`src/rtl/vga_rx_decoder_if.sv`:
```
// vga_rx_decoder_if: sampled VGA input stream and reconstructed pixel stream
interface vga_rx_decoder_if;
    logic        pix_en;
    logic        hsync;
    logic        vsync;
    logic [3:0]  r;
    logic [3:0]  g;
    logic [3:0]  b;
    logic        pix_valid;
    logic [9:0]  pix_x;
    logic [9:0]  pix_y;
    logic [11:0] pix_rgb;
    logic        frame_start;
    logic        locked;
    logic [7:0]  err_count;

    modport master (
        output pix_en, hsync, vsync, r, g, b,
        input  pix_valid, pix_x, pix_y, pix_rgb, frame_start, locked, err_count
    );

    modport slave (
        input  pix_en, hsync, vsync, r, g, b,
        output pix_valid, pix_x, pix_y, pix_rgb, frame_start, locked, err_count
    );
endinterface

```
`src/rtl/vga_rx_decoder.sv`:
```
// vga_rx_decoder: locks to VGA sync timing and rebuilds a valid-qualified pixel stream
module vga_rx_decoder #(
    parameter int H_ACTIVE = 640,
    parameter int H_FP     = 16,
    parameter int H_SYNC   = 96,
    parameter int H_BP     = 48,
    parameter int V_ACTIVE = 480,
    parameter int V_FP     = 10,
    parameter int V_SYNC   = 2,
    parameter int V_BP     = 33,
    parameter bit SYNC_POL = 1'b0
) (
    input logic clk,
    input logic rst,
    vga_rx_decoder_if.slave bus
);
    localparam logic [9:0] H_TOTAL = 10'(H_SYNC + H_BP + H_ACTIVE + H_FP);
    localparam logic [9:0] V_TOTAL = 10'(V_SYNC + V_BP + V_ACTIVE + V_FP);
    localparam logic [9:0] H_START = 10'(H_SYNC + H_BP);
    localparam logic [9:0] H_END   = 10'(H_SYNC + H_BP + H_ACTIVE - 1);
    localparam logic [9:0] V_START = 10'(V_SYNC + V_BP);
    localparam logic [9:0] V_END   = 10'(V_SYNC + V_BP + V_ACTIVE - 1);

    localparam logic [1:0] HUNT   = 2'd0;
    localparam logic [1:0] CHECK  = 2'd1;
    localparam logic [1:0] LOCKED = 2'd2;

    logic [1:0]  state, state_next;
    logic [9:0]  h_cnt, v_cnt, h_next, v_next;
    logic        hs_prev, vs_prev;
    logic        hs_on, vs_on, h_edge, v_edge;
    logic        line_err, frame_err, any_err, in_win, valid_next;
    logic        pix_valid_q, frame_start_q;
    logic [9:0]  pix_x_q, pix_y_q;
    logic [11:0] pix_rgb_q;
    logic [7:0]  err_count_q;

    // decode edges, next counters, timing errors and the next lock state for this sample
    always_comb begin
        hs_on      = bus.hsync == SYNC_POL;
        vs_on      = bus.vsync == SYNC_POL;
        h_edge     = hs_on && !hs_prev;
        v_edge     = h_edge && vs_on && !vs_prev;
        h_next     = h_edge ? 10'd0 : (h_cnt == H_TOTAL ? h_cnt : h_cnt + 10'd1);
        v_next     = v_edge ? 10'd0 : (h_edge && v_cnt != V_TOTAL) ? v_cnt + 10'd1 : v_cnt;
        line_err   = state != HUNT && (h_edge ? h_cnt != H_TOTAL - 10'd1 : h_cnt == H_TOTAL - 10'd1);
        frame_err  = state != HUNT && v_edge && v_cnt != V_TOTAL - 10'd1;
        any_err    = line_err || frame_err;
        state_next = state == HUNT ? (v_edge ? CHECK : HUNT) :
                     any_err ? HUNT :
                     (state == CHECK && v_edge) ? LOCKED : state;
        in_win     = h_next >= H_START && h_next <= H_END && v_next >= V_START && v_next <= V_END;
        valid_next = state_next == LOCKED && in_win;
    end

    // advance timing state and register the pixel outputs on each strobe
    always_ff @(posedge clk) begin
        if (rst) begin
            state         <= HUNT;
            h_cnt         <= '0;
            v_cnt         <= '0;
            hs_prev       <= 1'b0;
            vs_prev       <= 1'b0;
            pix_valid_q   <= 1'b0;
            frame_start_q <= 1'b0;
            pix_x_q       <= '0;
            pix_y_q       <= '0;
            pix_rgb_q     <= '0;
            err_count_q   <= '0;
        end else begin
            pix_valid_q   <= 1'b0;
            frame_start_q <= 1'b0;
            if (bus.pix_en) begin
                state         <= state_next;
                h_cnt         <= h_next;
                v_cnt         <= v_next;
                hs_prev       <= hs_on;
                vs_prev       <= h_edge ? vs_on : vs_prev;
                pix_valid_q   <= valid_next;
                frame_start_q <= valid_next && h_next == H_START && v_next == V_START;
                if (valid_next) begin
                    pix_x_q   <= h_next - H_START;
                    pix_y_q   <= v_next - V_START;
                    pix_rgb_q <= {bus.r, bus.g, bus.b};
                end
                if (state == LOCKED && any_err && err_count_q != 8'hFF)
                    err_count_q <= err_count_q + 8'd1;
            end
        end
    end

    assign bus.pix_valid   = pix_valid_q;
    assign bus.frame_start = frame_start_q;
    assign bus.pix_x       = pix_x_q;
    assign bus.pix_y       = pix_y_q;
    assign bus.pix_rgb     = pix_rgb_q;
    assign bus.err_count   = err_count_q;
    assign bus.locked      = state == LOCKED;
endmodule

```
`src/flat_wrapper.sv`:
```
// flat-port wrapper written by rule: the top's interface ports become plain ports
module vga_rx_decoder_flat 
#(
    parameter int H_ACTIVE = 640,
    parameter int H_FP     = 16,
    parameter int H_SYNC   = 96,
    parameter int H_BP     = 48,
    parameter int V_ACTIVE = 480,
    parameter int V_FP     = 10,
    parameter int V_SYNC   = 2,
    parameter int V_BP     = 33,
    parameter bit SYNC_POL = 1'b0
)
  (clk, rst, bus_pix_en, bus_hsync, bus_vsync, bus_r, bus_g, bus_b, bus_pix_valid, bus_pix_x, bus_pix_y, bus_pix_rgb, bus_frame_start, bus_locked, bus_err_count);
  vga_rx_decoder_if bus_i ();
  input logic clk;
  input logic rst;
  input wire logic [$bits(bus_i.pix_en)-1:0] bus_pix_en;
  input wire logic [$bits(bus_i.hsync)-1:0] bus_hsync;
  input wire logic [$bits(bus_i.vsync)-1:0] bus_vsync;
  input wire logic [$bits(bus_i.r)-1:0] bus_r;
  input wire logic [$bits(bus_i.g)-1:0] bus_g;
  input wire logic [$bits(bus_i.b)-1:0] bus_b;
  output wire logic [$bits(bus_i.pix_valid)-1:0] bus_pix_valid;
  output wire logic [$bits(bus_i.pix_x)-1:0] bus_pix_x;
  output wire logic [$bits(bus_i.pix_y)-1:0] bus_pix_y;
  output wire logic [$bits(bus_i.pix_rgb)-1:0] bus_pix_rgb;
  output wire logic [$bits(bus_i.frame_start)-1:0] bus_frame_start;
  output wire logic [$bits(bus_i.locked)-1:0] bus_locked;
  output wire logic [$bits(bus_i.err_count)-1:0] bus_err_count;
  assign bus_i.pix_en = bus_pix_en;
  assign bus_i.hsync = bus_hsync;
  assign bus_i.vsync = bus_vsync;
  assign bus_i.r = bus_r;
  assign bus_i.g = bus_g;
  assign bus_i.b = bus_b;
  assign bus_pix_valid = bus_i.pix_valid;
  assign bus_pix_x = bus_i.pix_x;
  assign bus_pix_y = bus_i.pix_y;
  assign bus_pix_rgb = bus_i.pix_rgb;
  assign bus_frame_start = bus_i.frame_start;
  assign bus_locked = bus_i.locked;
  assign bus_err_count = bus_i.err_count;
  vga_rx_decoder #(.H_ACTIVE(H_ACTIVE), .H_FP(H_FP), .H_SYNC(H_SYNC), .H_BP(H_BP), .V_ACTIVE(V_ACTIVE), .V_FP(V_FP), .V_SYNC(V_SYNC), .V_BP(V_BP), .SYNC_POL(SYNC_POL)) u_core (.clk(clk), .rst(rst), .bus(bus_i));
endmodule
```
`config.mk`:
```
export PLATFORM = sky130hd
export DESIGN_NAME = vga_rx_decoder_flat
export DESIGN_NICKNAME = d
export VERILOG_FILES = /design/src/rtl/vga_rx_decoder_if.sv /design/src/rtl/vga_rx_decoder.sv /design/src/flat_wrapper.sv
export SDC_FILE = /design/constraint.sdc
export NUM_CORES = 1
export LEC_CHECK = 0
export ABC_AREA = 1
export BUFFER_PORTS_ARGS = -buffer_cell sky130_fd_sc_hd__buf_2
export CAP_MARGIN = 40
export CORE_ASPECT_RATIO = 0.75
export CORE_MARGIN = 4
export CORE_UTILIZATION = 55
export CTS_CLUSTER_SIZE = 40
export DETAILED_ROUTE_END_ITERATION = 12
export PLACE_DENSITY = 0.77
export RECOVER_POWER = 25
export SLEW_MARGIN = 20
export SYNTH_ARGS = -nofsm -noshare
export SYNTH_HDL_FRONTEND = slang
export SYNTH_SLANG_ARGS = --single-unit
```
`constraint.sdc`:
```
create_clock -name clk -period 3.3 [get_ports clk]
set_clock_uncertainty 0.2 [all_clocks]
set_input_delay 0.165 -clock clk [delete_from_list [all_inputs] [get_ports clk]]
set_output_delay 0.165 -clock clk [all_outputs]
set_load 0.02 [all_outputs]
```
* Word-level counts from Yosys, hierarchy flattened *
Index checks and enable logic that the tools add are counted.

storage, ports and cells
  bits in registers = 66
  logic and storage cells = 68
  output and inout port bits = 43

cells by class
  $lt $le $gt $ge = 4
  reduce and logical (&&, ||, !) cells = 25
  bitwise gates (word level) = 3
  muxes and demuxes = 9
  add/sub/neg operators = 5
  equal/unequal tests = 11

operator list
  kind                   count
  $mux 10                4
  $ne 10x10->1 const B   3
  $add 10x1->10 const B  2
  $eq 10x10->1 const B   2
  $le 10x10->1 const B   2
  $logic_and 1x1->1      16
  $eq 10x6->1 const B    1
  $eq 10x8->1 const B    1
  $ge 10x6->1 const B    1
  $ge 10x8->1 const B    1
  $sub 10x6->10 const B  1
  $sub 10x8->10 const B  1
  $add 8x1->8 const B    1
  $ne 8x8->1 const B     1
  $mux 2                 3
  $reduce_and 2->1       3
  $eq 2x2->1 const B     2
  $not 1->1              3
  $eq 2x1->1 const B     1
  $logic_not 1->1        2
  $logic_not 2->1        1
  $mux 1                 2
  $reduce_bool 2->1      1
  $reduce_or 2->1        1
  $logic_or 1x1->1       1

* Logic depth before layout (Yosys ltp) *
Gate-level depths: netlist (run 1).

  depth after elaboration = 13
  gate-level depth with buffers = 22
  depth with buffers taken out = 21

* Worst setup path after synthesis (run 1) *
OpenSTA, ideal clock, no wires.

  path type = register to register
  start = register u_core.v_cnt[1]
  end = register u_core.pix_rgb_q[10], in the netlist u_core.bus.pix_rgb[10]
  cell stages (with the launch flop) = 21
  path buffers = 2
  clock period less this slack = 2643 ps
  setup slack = 657 ps
  data arrival time = 2330 ps
  cells stage by stage = dfxtp_1 inv_1 ha_1 inv_1 nor2_4 nand4_4 nand2_2 buf_6 nand2_1 nand3_1 inv_1 ha_1 inv_1 nand2_1 o21bai_2 nand2_2 nand3_4 buf_6 nand2_1 nand2_1 nor2_1

between the ends
  word-level cells in the longest chain between the ends = 9

RTL lines
  item                            line                  text
  start, declared                 vga_rx_decoder.sv:29  logic [9:0] h_cnt, v_cnt, h_next, v_next;
  start signal, assigned          vga_rx_decoder.sv:76  v_cnt <= v_next;
  $ne 10x10->1 (*)                vga_rx_decoder.sv:45  v_next = v_edge ? 10'd0 : (h_edge && v_cnt != V_TOTAL) ? v_cnt + 10'd1 : v_cnt;
  $logic_and 1x1->1 (*)           vga_rx_decoder.sv:45
  $mux 10 (*) (2 in series)       vga_rx_decoder.sv:45
  named net u_core.v_next[0]      vga_rx_decoder.sv:29
  $ge 10x6->1                     vga_rx_decoder.sv:52  in_win = h_next >= H_START && h_next <= H_END && v_next >= V_START && v_next <= V_END;
  $logic_and 1x1->1               vga_rx_decoder.sv:52
  $logic_and 1x1->1 (*)           vga_rx_decoder.sv:52
  $logic_and 1x1->1 (*)           vga_rx_decoder.sv:53  valid_next = state_next == LOCKED && in_win;
  $reduce_and 2->1 (no line) (*)  --
  end signal, assigned            vga_rx_decoder.sv:84  pix_rgb_q <= {bus.r, bus.g, bus.b};
  end, declared                   vga_rx_decoder.sv:35  logic [11:0] pix_rgb_q;

Mark *: on every way through the listed nets, which the timed path passes. The rest lies on a longest branch.
A chain may end at the register's enable or synchronous reset.

* Worst setup path in the final report (run 1) *
  start = register u_core.v_cnt[1]
  end = register u_core.pix_rgb_q[3], in the netlist u_core.bus.pix_rgb[3]

Same word-level chain as after synthesis.

==> impl_metrics.csv, run 1 <==
group,metric,value,unit
run_status,status,"finished, final reports clean",
logic_synthesis,synth_top_family_by_area,"simple AND/OR/NAND/NOR gates",
die,rows,26,
logic_synthesis,syn_inst,639,
global_route,grt_pass1_wl,16600,um
placed_design,port_buffers,59,
logic_synthesis,synth-seq-area-share,33.4,%
detailed_routing,drt-met1-wl,4400,um
placed_design,gp_congestion,0.899,
global_route,grt_max_degree,42,
critical_path,cpPeakStageDelay,350,ps
logic_synthesis,synth_nets,666,
logic_synthesis,ys_types,34,
logic_synthesis,synth.avg_cell_area,6.19,um^2
pwr,vdd_drop_max,0.279,mV
critical_path,r2r_start,"u_core.v_cnt[1]",
hold_path,whs_path_depth,2,
critical_path,crit_family,"simple AND/OR/NAND/NOR gates",
final_layout,drive_gt1_share,12.0,%
critical_path,critPathBufInv,5,
clock_network,cts_buffers,9,
global_route,track_usage,23.6,%
hold_path,min_from,"u_core.hs_prev",
timing,slew_headroom,59.5,%
die,fp.dieH,81.5,um
timing,fmax,338,MHz
global_route,grt-ovfl-total,0,
timing,drv_slew,0,
final_layout,instances_no_fill,813,
logic_synthesis,synthSimpleGateAreaFrac,38.3,%
hold_path,holdPathEnd,"u_core.hs_prev",
critical_path,worstReg2RegEnd,"u_core.bus.pix_rgb[3]",
critical_path,crit_arrival,3010,ps
detailed_routing,wl_met3,564,um
detailed_routing,drt-initial-drc-count,262,
clock_network,numClockSinks,66,
critical_path,cp_cell_sequence,"inv_1 -> ha_1 -> inv_1 -> nor2_4 -> nand4_4 -> nand2_4 -> nand2_1 -> nand3_1 -> inv_1 -> ha_1 -> inv_1 -> nand2_1 -> o21bai_2 -> nand2_2 -> nand3_4 -> buf_6 -> nand2_1 -> nand2_1 -> nor2_1",
timing,tns,0,ps
timing,fin_crit,2960,ps
timing,rsz0062_at_grt,"false",
final_layout,syn2layout_area_growth,17.9,%
critical_path,crit_path_start_kind,"flip-flop",
die,die_w,106,um
global_route,grt_pass1_vias,3736,
clock_network,clk_path_buf_depth,2,
timing,fin_crit_sh,89.7,%
logic_synthesis,syn_area,3960,um^2
critical_path,cp_max_fo,20,
critical_path,cp.required,3350,ps
detailed_routing,dr_total_vias,4064,
die,die_area,8630,um^2
logic_synthesis,synth_compound_area_share,9.45,%
job,drv_cap,0,
clock_network,cts_tree,"done",
detailed_routing,drtPass1Iterations,7,
critical_path,worst_path_max_delay_cell,"dfxtp_1",
logic_synthesis,yosys_warnings,0,
die,core_region_area,6900,um^2
detailed_routing,wl,9740,um
final_layout,n_antenna_cell,0,
critical_path,critical_path_class,"reg2reg",
pwr,cellPowerDensity,388,nW/um^2
die,num_io_pins,60,
timing,tightest_slew,606,ps
timing,hold_violations,0,
final_layout,nets,737,
detailed_routing,wl_per_cell,12.0,um
die,start_util,57.4,%
pwr,leakage,2.37,nW
detailed_routing,post_drt_via_cell_ratio,5.00,
logic_synthesis,synth_adder_area_share,3.16,%
logic_synthesis,synthMuxAreaShare,0,%
logic_synthesis,synthXorXnorAreaFrac,2.21,%
clock_network,cts_root_buf,"clkbuf_8",
timing,setup_viol,0,
detailed_routing,wl_met2,4660,um
critical_path,r2r_cells,19,
global_route,antenna_found_initial,0,
placed_design,place_inst,778,
critical_path,endpoint_kind,"flip-flop",
clock_network,clk_pin_slew,80,ps
detailed_routing,highest_layer,"met4",
critical_path,reg2reg_slack,340,ps
detailed_routing,drc_errors,0,
logic_synthesis,ys_ff_latch,66,
detailed_routing,ant_nets,0,
placed_design,post-dp-hpwl,6850,um
clock_network,clock_latency,360,ps
hold_path,hold_class,"reg2reg",
clock_network,cts_htree_levels,3,
## area by class of cell
| class | count | area [um^2] |
|---|---|---|
| Tap cell | 98 | 123 |
| Inverter | 103 | 387 |
| Timing Repair Buffer | 85 | 515 |
| Fill cell | 640 | 2230 |
| Clock buffer | 10 | 138 |
| Multi-Input combinational cell | 445 | 2110 |
| Clock inverter | 6 | 66.3 |
| Sequential cell | 66 | 1320 |
## worst reg2reg max path: cells and delay by family (launching register included)
family / cells / cell delay [ps]
simple gates: 11 / 1170
buf+inv: 5 / 510
compound gates: 1 / 230
flops: 1 / 350
fa+ha+maj: 2 / 380
## per-layer routing
| layer | vias up | track usage, % |
|---|---|---|
| met4 | 0 | 6.86 |
| li1 | 2107 | - |
| met5 | - | 0 |
| met2 | 111 | 40.2 |
| met1 | 1831 | 29.9 |
| met3 | 15 | 6.21 |
## registers in the layout, summed over array words and instances, names as in the netlist
name,flops
u_core.bus.pix_valid,1
u_core.v_cnt,10
u_core.vs_prev,1
u_core.h_cnt,10
u_core.bus.pix_y,10
u_core.state,2
u_core.bus.pix_rgb,12
u_core.bus.pix_x,10
u_core.bus.frame_start,1
u_core.hs_prev,1
u_core.bus.err_count,8
## worst max path at each step
stage | endpoint | depth (start not counted) | from | slack [ps]
6_report | u_core.bus.pix_rgb[3] | 19 | u_core.v_cnt[1] | 340
5_1_grt | u_core.bus.pix_rgb[6] | 19 | u_core.v_cnt[1] | 80
4_1_cts | u_core.bus.pix_rgb[3] | 19 | u_core.v_cnt[1] | 160
3_5_place_dp | u_core.bus.pix_rgb[3] | 19 | u_core.v_cnt[1] | 170
3_3_place_gp | u_core.bus.pix_y[9] | 19 | u_core.v_cnt[1] | 330
2_1_floorplan | u_core.bus.pix_rgb[10] | 20 | u_core.v_cnt[1] | 660
## Yosys cell counts
cell type | number | area share [%]
o211ai_1 | 1 | 0.19
o21ai_1 | 5 | 0.63
o21ai_0 | 28 | 3.5
ha_1 | 10 | 3.2
nand2_1 | 181 | 17
inv_1 | 94 | 8.9
nand4_4 | 1 | 0.54
xnor2_1 | 3 | 0.66
a311oi_1 | 1 | 0.22
nand4_1 | 7 | 1.1
clkbuf_1 | 13 | 1.2
nand3_1 | 43 | 5.4
nand3_4 | 1 | 0.44
nor3_2 | 2 | 0.51
nand3_2 | 1 | 0.25
a21oi_2 | 1 | 0.22
dfxtp_1 | 66 | 33
nand3b_1 | 3 | 0.57
o21bai_2 | 2 | 0.57
nand2_2 | 7 | 1.1
nor4_1 | 2 | 0.32
nor3_1 | 4 | 0.51
and2_1 | 2 | 0.32
buf_4 | 2 | 0.38
buf_6 | 5 | 1.4
nor2_4 | 1 | 0.28
xor2_1 | 7 | 1.5
nor3b_1 | 2 | 0.38
buf_2 | 5 | 0.63
nor2_1 | 96 | 9.1
nor2_2 | 2 | 0.32
inv_2 | 9 | 0.85
a21oi_1 | 31 | 3.9
a31oi_1 | 1 | 0.16
## logic make-up (layout without fill, tap and decap cells)
logic type                 count (synthesis)  count (layout)
AOI/OAI and AO/OA                         70              70
DFF                                       66              66
and+or+nand+nor                          355             355
buffers and inverters                    128             204
adders and majority gates                 10              10
xor gates and xnor gates                  10              10
## where the power goes
part / switching (mW) / internal [mW] / leakage (nW)
sequential: 0.0254 / 0.815 / 0.536
clock: 0.328 / 0.369 / 0.0945
combinational: 0.173 / 0.101 / 1.74
## stage by stage
step	hold slack, ps	utilization [%]	worst slack, ps	total power, mW	area, um^2
after floorplan	80.2	-	657	1.05	3960
after detailed placement	193	62.3	166	1.11	4300
after CTS	251	67.7	156	1.82	4670
after global routing	254	67.6	76.2	1.90	4660
after global placement	187	62.3	326	1.10	4300
final	252	67.6	339	1.81	4660
## repair_timing
| item | 4_1_cts | 5_1_grt |
|---|---|---|
| hold buffers | 17 | 0 |
| gates resized for setup | 0 | 4 |
| buffers inserted | 0 | 2 |
| endpoints found under the hold margin | 23 | 0 |
| endpoints found under the setup margin | 0 | 27 |
## cell usage in the layout, fill, tap and decap left out, drive strengths merged
cell type    Yosys  routed
nand2          188     188
inv            103     103
nor2            99      99
dfxtp           66      66
nand3           45      45
buf             12      41
clkbuf          13      37
o21ai           33      33
a21oi           32      32
dlygate4sd3      0      17
ha              10      10
nand4            8       8
xor2             7       7
nor3             6       6
nand3b           3       3
xnor2            3       3
clkinvlp         0       3
nor4             2       2
and2             2       2
o21bai           2       2
nor3b            2       2
clkinv           0       2
a31oi            1       1
a311oi           1       1
o211ai           1       1
bufinv           0       1
(Power assumes the default switching activity.)
==> inputs of run 2 (changes only) <==
==> constraint.sdc (replaced) <==
create_clock -name clk -period 3.2 [get_ports clk]
set_clock_uncertainty 0.2 [all_clocks]
set_input_delay 0.32 -clock clk [delete_from_list [all_inputs] [get_ports clk]]
set_output_delay 0.32 -clock clk [all_outputs]
set_load 0.02 [all_outputs]
==> impl_metrics.csv, run 2 (same netlist as run 1, synthesis figures left out) <==
group,metric,value,unit
final_layout,n_antenna_cell,0,
timing,slew_headroom,52.5,%
placed_design,gp_congestion,0.926,
global_route,grt_pass1_wl,16500,um
detailed_routing,drc_errors,0,
timing,fin_crit_sh,92.5,%
critical_path,critPathBufInv,5,
final_layout,nets,732,
timing,fin_crit,2960,ps
critical_path,cp_cell_sequence,"inv_1 -> ha_1 -> inv_1 -> nor2_4 -> nand4_4 -> nand2_2 -> nand2_1 -> nand3_1 -> inv_1 -> ha_1 -> inv_1 -> nand2_1 -> o21bai_2 -> nand2_2 -> nand3_4 -> clkbuf_16 -> nand2_1 -> nand2_1 -> nor2_1",
die,die_w,106,um
clock_network,cts_buffers,9,
die,num_io_pins,60,
detailed_routing,drtPass1Iterations,5,
global_route,track_usage,23.3,%
critical_path,endpoint_kind,"flip-flop",
placed_design,place_ws,229,ps
detailed_routing,drt-initial-drc-count,217,
die,rows,26,
final_layout,largest_reg_flops,12,
critical_path,cp_max_fo,23,
placed_design,port_buffers,59,
final_layout,most-common-layout-cells,"nand2_1 (181), inv_1 (94), nor2_1 (94)",
critical_path,critical_path_class,"reg2reg",
timing,fmax,338,MHz
detailed_routing,wl,9680,um
placed_design,post-dp-hpwl,6830,um
clock_network,numClockSinks,66,
critical_path,crit_path_start_kind,"flip-flop",
pwr,p_total,1.93,mW
die,die_area,8630,um^2
die,fp.dieH,81.5,um
global_route,grt-ovfl-total,0,
timing,setup_slack,240,ps
final_layout,drive_gt1_share,12.5,%
pwr,leakage,2.38,nW
detailed_routing,wl_per_cell,12.0,um
hold_path,hold_class,"in2reg",
critical_path,cpPeakStageDelay,340,ps
job,drv_cap,0,
clock_network,clk_path_buf_depth,2,
clock_network,cts_tree,"done",
final_layout,final_common_cell,"nand2_1",
detailed_routing,dr_total_vias,4030,
critical_path,cp.required,3250,ps
clock_network,cts_htree_levels,3,
critical_path,crit_family,"simple AND/OR/NAND/NOR gates",
detailed_routing,post_drt_via_cell_ratio,4.99,
timing,hold_violations,0,
pwr,cellPowerDensity,415,nW/um^2
timing,drv_slew,0,
pwr,vdd_drop_max,0.200,mV
final_layout,syn2layout_area_growth,17.3,%
global_route,grt_max_degree,47,
detailed_routing,ant_nets,0,
clock_network,clk_pin_slew,70,ps
global_route,antenna_found_initial,0,
clock_network,clock_latency,350,ps
global_route,grt_pass1_vias,3740,
timing,setup_viol,0,
die,start_util,57.4,%
clock_network,cts_root_buf,"clkbuf_8",
critical_path,worst_path_max_delay_cell,"dfxtp_1",
die,core_region_area,6900,um^2
critical_path,crit_arrival,3010,ps
timing,tightest_slew,711,ps
run_status,status,"finished, final reports clean",
## run 2: changes by cell type in the layout (fill, tap and decap cells not counted)
cell / change
dlygate4sd3_1: -9
buf_4: +3
clkinvlp_4: -2
buf_12: +1
buf_6: -1
bufinv_16: +1
clkbuf_1: +1
clkbuf_16: +1
clkinv_2: +1
clkinv_4: -1
nand2_2: +1
nand2_4: -1
## run 2: path summary, 6_finish.rpt
path                   start                    end  slack [ps]  depth (start not counted)
max reg2reg  u_core.v_cnt[1]  u_core.bus.pix_rgb[7]         240                         19
min reg2reg   u_core.hs_prev         u_core.hs_prev         260                          2
min                 bus_g[0]  u_core.bus.pix_rgb[4]           3                          3
max          u_core.v_cnt[1]  u_core.bus.pix_rgb[7]         240                         19
## run 2: through the flow
step,area (um^2),cells,util [%],hold slack (ps),TNS (ps)
after floorplan,3960,639,-,228,0
after global placement,4320,780,62.7,234,0
after detailed placement,4320,780,62.7,249,0
after CTS,4620,804,67.0,1.20,0
after global routing,4640,808,67.3,7.98,-21.0
final,4640,808,67.3,3.48,0
## run 2: repair_timing
| action | 4_1_cts | 5_1_grt |
|---|---|---|
| hold buffers | 8 | 0 |
| setup buffers | 0 | 3 |
| endpoints found under the hold margin | 8 | 0 |
| resized for setup | 0 | 2 |
| endpoints found under the setup margin | 0 | 26 |
## run 2: area by class of cell
type / instances / area, um^2
Clock buffer: 11 / 141
Clock inverter: 5 / 77.6
Fill cell: 639 / 2260
Inverter: 103 / 387
Multi-Input combinational cell: 445 / 2110
Sequential cell: 66 / 1320
Tap cell: 98 / 123
Timing Repair Buffer: 80 / 482
## run 2: report_power, final
| part | leakage, nW | switching [mW] | total [mW] | internal [mW] |
|---|---|---|---|---|
| combinational | 1.73 | 0.181 | 0.282 | 0.101 |
| clock | 0.109 | 0.322 | 0.780 | 0.457 |
| sequential | 0.536 | 0.0250 | 0.866 | 0.841 |
| total | 2.38 | 0.528 | 1.93 | 1.40 |
## run 2: per-layer routing
| layer | global-route usage, % | share of wire, % |
|---|---|---|
| met4 | 7.12 | 1.3 |
| met2 | 39.8 | 47 |
| met5 | 0 | 0 |
| met1 | 29.6 | 46 |
| met3 | 5.66 | 5.6 |
## run 2: worst reg2reg max path, delay by kind of cell, from the launching register on
family | cells | cell delay, ps
simple gates | 11 | 1160
compound gates | 1 | 230
buf+inv | 5 | 550
flops | 1 | 340
fa+ha+maj | 2 | 370
==> inputs of run 3 (changes only) <==
--- a/config.mk
+++ b/config.mk
@@ -10,10 +10,9 @@
 export CAP_MARGIN = 40
 export CORE_ASPECT_RATIO = 0.75
 export CORE_MARGIN = 4
-export CORE_UTILIZATION = 55
-export CTS_CLUSTER_SIZE = 40
+export CORE_UTILIZATION = 30
+export CTS_CLUSTER_SIZE = 10
 export DETAILED_ROUTE_END_ITERATION = 12
-export PLACE_DENSITY = 0.77
 export RECOVER_POWER = 25
 export SLEW_MARGIN = 20
 export SYNTH_ARGS = -nofsm -noshare
==> impl_metrics.csv, run 3 (same netlist as run 1, synthesis figures left out) <==
group,metric,value,unit
run_status,status,"finished, final reports clean",
final_layout,final_common_cell,"nand2_1",
detailed_routing,dr_total_vias,3781,
timing,setup_viol,0,
critical_path,startpoint,"u_core.v_cnt[1]",
job,drv_cap,0,
final_layout,n_antenna_cell,0,
die,num_io_pins,60,
final_layout,fillers,1448,
clock_network,clk_pin_slew,60,ps
die,rows,36,
detailed_routing,drt-initial-drc-count,260,
timing,tns,0,ps
final_layout,instances_no_fill,874,
detailed_routing,drtPass1Iterations,5,
placed_design,gp_congestion,0.852,
critical_path,r2r_start,"u_core.v_cnt[1]",
placed_design,port_buffers,59,
critical_path,endpoint_kind,"flip-flop",
detailed_routing,drc_errors,0,
critical_path,critical_path_class,"reg2reg",
timing,hold_ws,9.24,ps
clock_network,cts_root_buf,"clkbuf_16",
global_route,grt_pass1_vias,3388,
global_route,grt_max_degree,54,
hold_path,hold_class,"in2reg",
timing,fin_crit_sh,87.3,%
pwr,vdd_drop_max,0.249,mV
clock_network,clock_latency,330,ps
pwr,leakage,2.39,nW
detailed_routing,wl,9530,um
detailed_routing,post_drt_via_cell_ratio,4.33,
placed_design,post-dp-hpwl,7060,um
hold_path,min_from,"bus_r[3]",
final_layout,post-route-util,36.8,%
die,fp.dieH,107,um
timing,setup_slack,406,ps
placed_design,post_dp_cell_area,4430,um^2
timing,fmax,358,MHz
final_layout,syn2layout_area_growth,20.6,%
global_route,grt-ovfl-total,0,
global_route,grt_pass1_wl,16400,um
detailed_routing,ant_nets,0,
timing,tightest_slew,534,ps
timing,slew_headroom,64.4,%
final_layout,most-common-layout-cells,"nand2_1 (181), nor2_1 (95), inv_1 (94)",
clock_network,cts_buffers,9,
pwr,cellPowerDensity,473,nW/um^2
critical_path,crit_path_start_kind,"flip-flop",
timing,hold_violations,0,
placed_design,place_ws,262,ps
critical_path,cp.required,3230,ps
final_layout,nets,725,
die,start_util,30.5,%
detailed_routing,wl_per_cell,10.9,um
timing,drv_slew,0,
placed_design,place_inst,855,
clock_network,cts_tree,"done",
final_layout,drive_gt1_share,12.2,%
global_route,track_usage,13.2,%
timing,fin_crit,2790,ps
die,die_area,15100,um^2
global_route,antenna_found_initial,0,
die,die_w,141,um
final_layout,largest_reg_flops,12,
clock_network,numClockSinks,66,
clock_network,cts_htree_levels,3,
critical_path,crit_arrival,2820,ps
final_layout,design_area,4770,um^2
pwr,p_total,2.26,mW
timing,rsz0062_at_grt,"false",
clock_network,clk_path_buf_depth,2,
die,core_region_area,13000,um^2
critical_path,cp_max_fo,12,
[run 3: changes by cell type in the layout (fill, tap and decap cells not counted), sizes merged]
| cell | delta |
|---|---|
| dlygate4sd3 | -6 |
| bufinv | +1 |
| clkbuf | -1 |
| clkinv | -1 |
[run 3: per-layer routing]
layer,GRT usage (%),share of wire (%),up-vias
met2,19.3,42,65
met5,0,0,-
met3,3.69,5.3,8
li1,-,-,2085
met4,4.50,1.1,0
met1,18.7,51,1623
[run 3: worst max-delay path, stage by stage, from the launching register on]
cell	delay, ps
dfxtp_1	350
inv_1	110
ha_1	150
inv_1	60
nor2_4	120
nand4_4	130
nand2_2	110
nand2_1	70
nand2_1	90
nor2_1	80
ha_1	230
inv_1	70
nand2_1	80
o21bai_2	240
nand2_2	110
nand3_4	140
buf_4	190
nand2_1	70
nand2_1	60
nor2_1	40
[run 3: repair_timing]
action	in CTS	in global routing
hold endpoints to repair	2	0
setup endpoints to repair	0	28
hold buffers	2	0
gates resized for setup	0	3
setup buffers	0	1
[run 3: worst paths after layout]
path / to / slack (ps) / depth (start not counted)
worst max-delay path: u_core.bus.pix_y[0] / 410 / 19
worst min-delay path: u_core.bus.pix_rgb[11] / 9 / 3
worst max register to register: u_core.bus.pix_y[0] / 410 / 19
worst min register to register: u_core.hs_prev / 250 / 2
[run 3: area by class of cell]
class,instances,area [um^2],area share (%)
clock inverters,5,103,2.15
repair buffers,73,397,8.31
clock buffers,11,233,4.88
multi-input cells,445,2120,44.4
inverters,103,387,8.10
flip-flops and latches,66,1320,27.7
well taps,171,214,4.48
[run 3: report_power, final]
part | total [mW] | leakage, nW | switching (mW) | internal, mW
combinational | 0.276 | 1.69 | 0.181 | 0.0956
sequential | 0.868 | 0.536 | 0.0258 | 0.842
clock | 1.11 | 0.160 | 0.353 | 0.759
total | 2.26 | 2.39 | 0.559 | 1.70
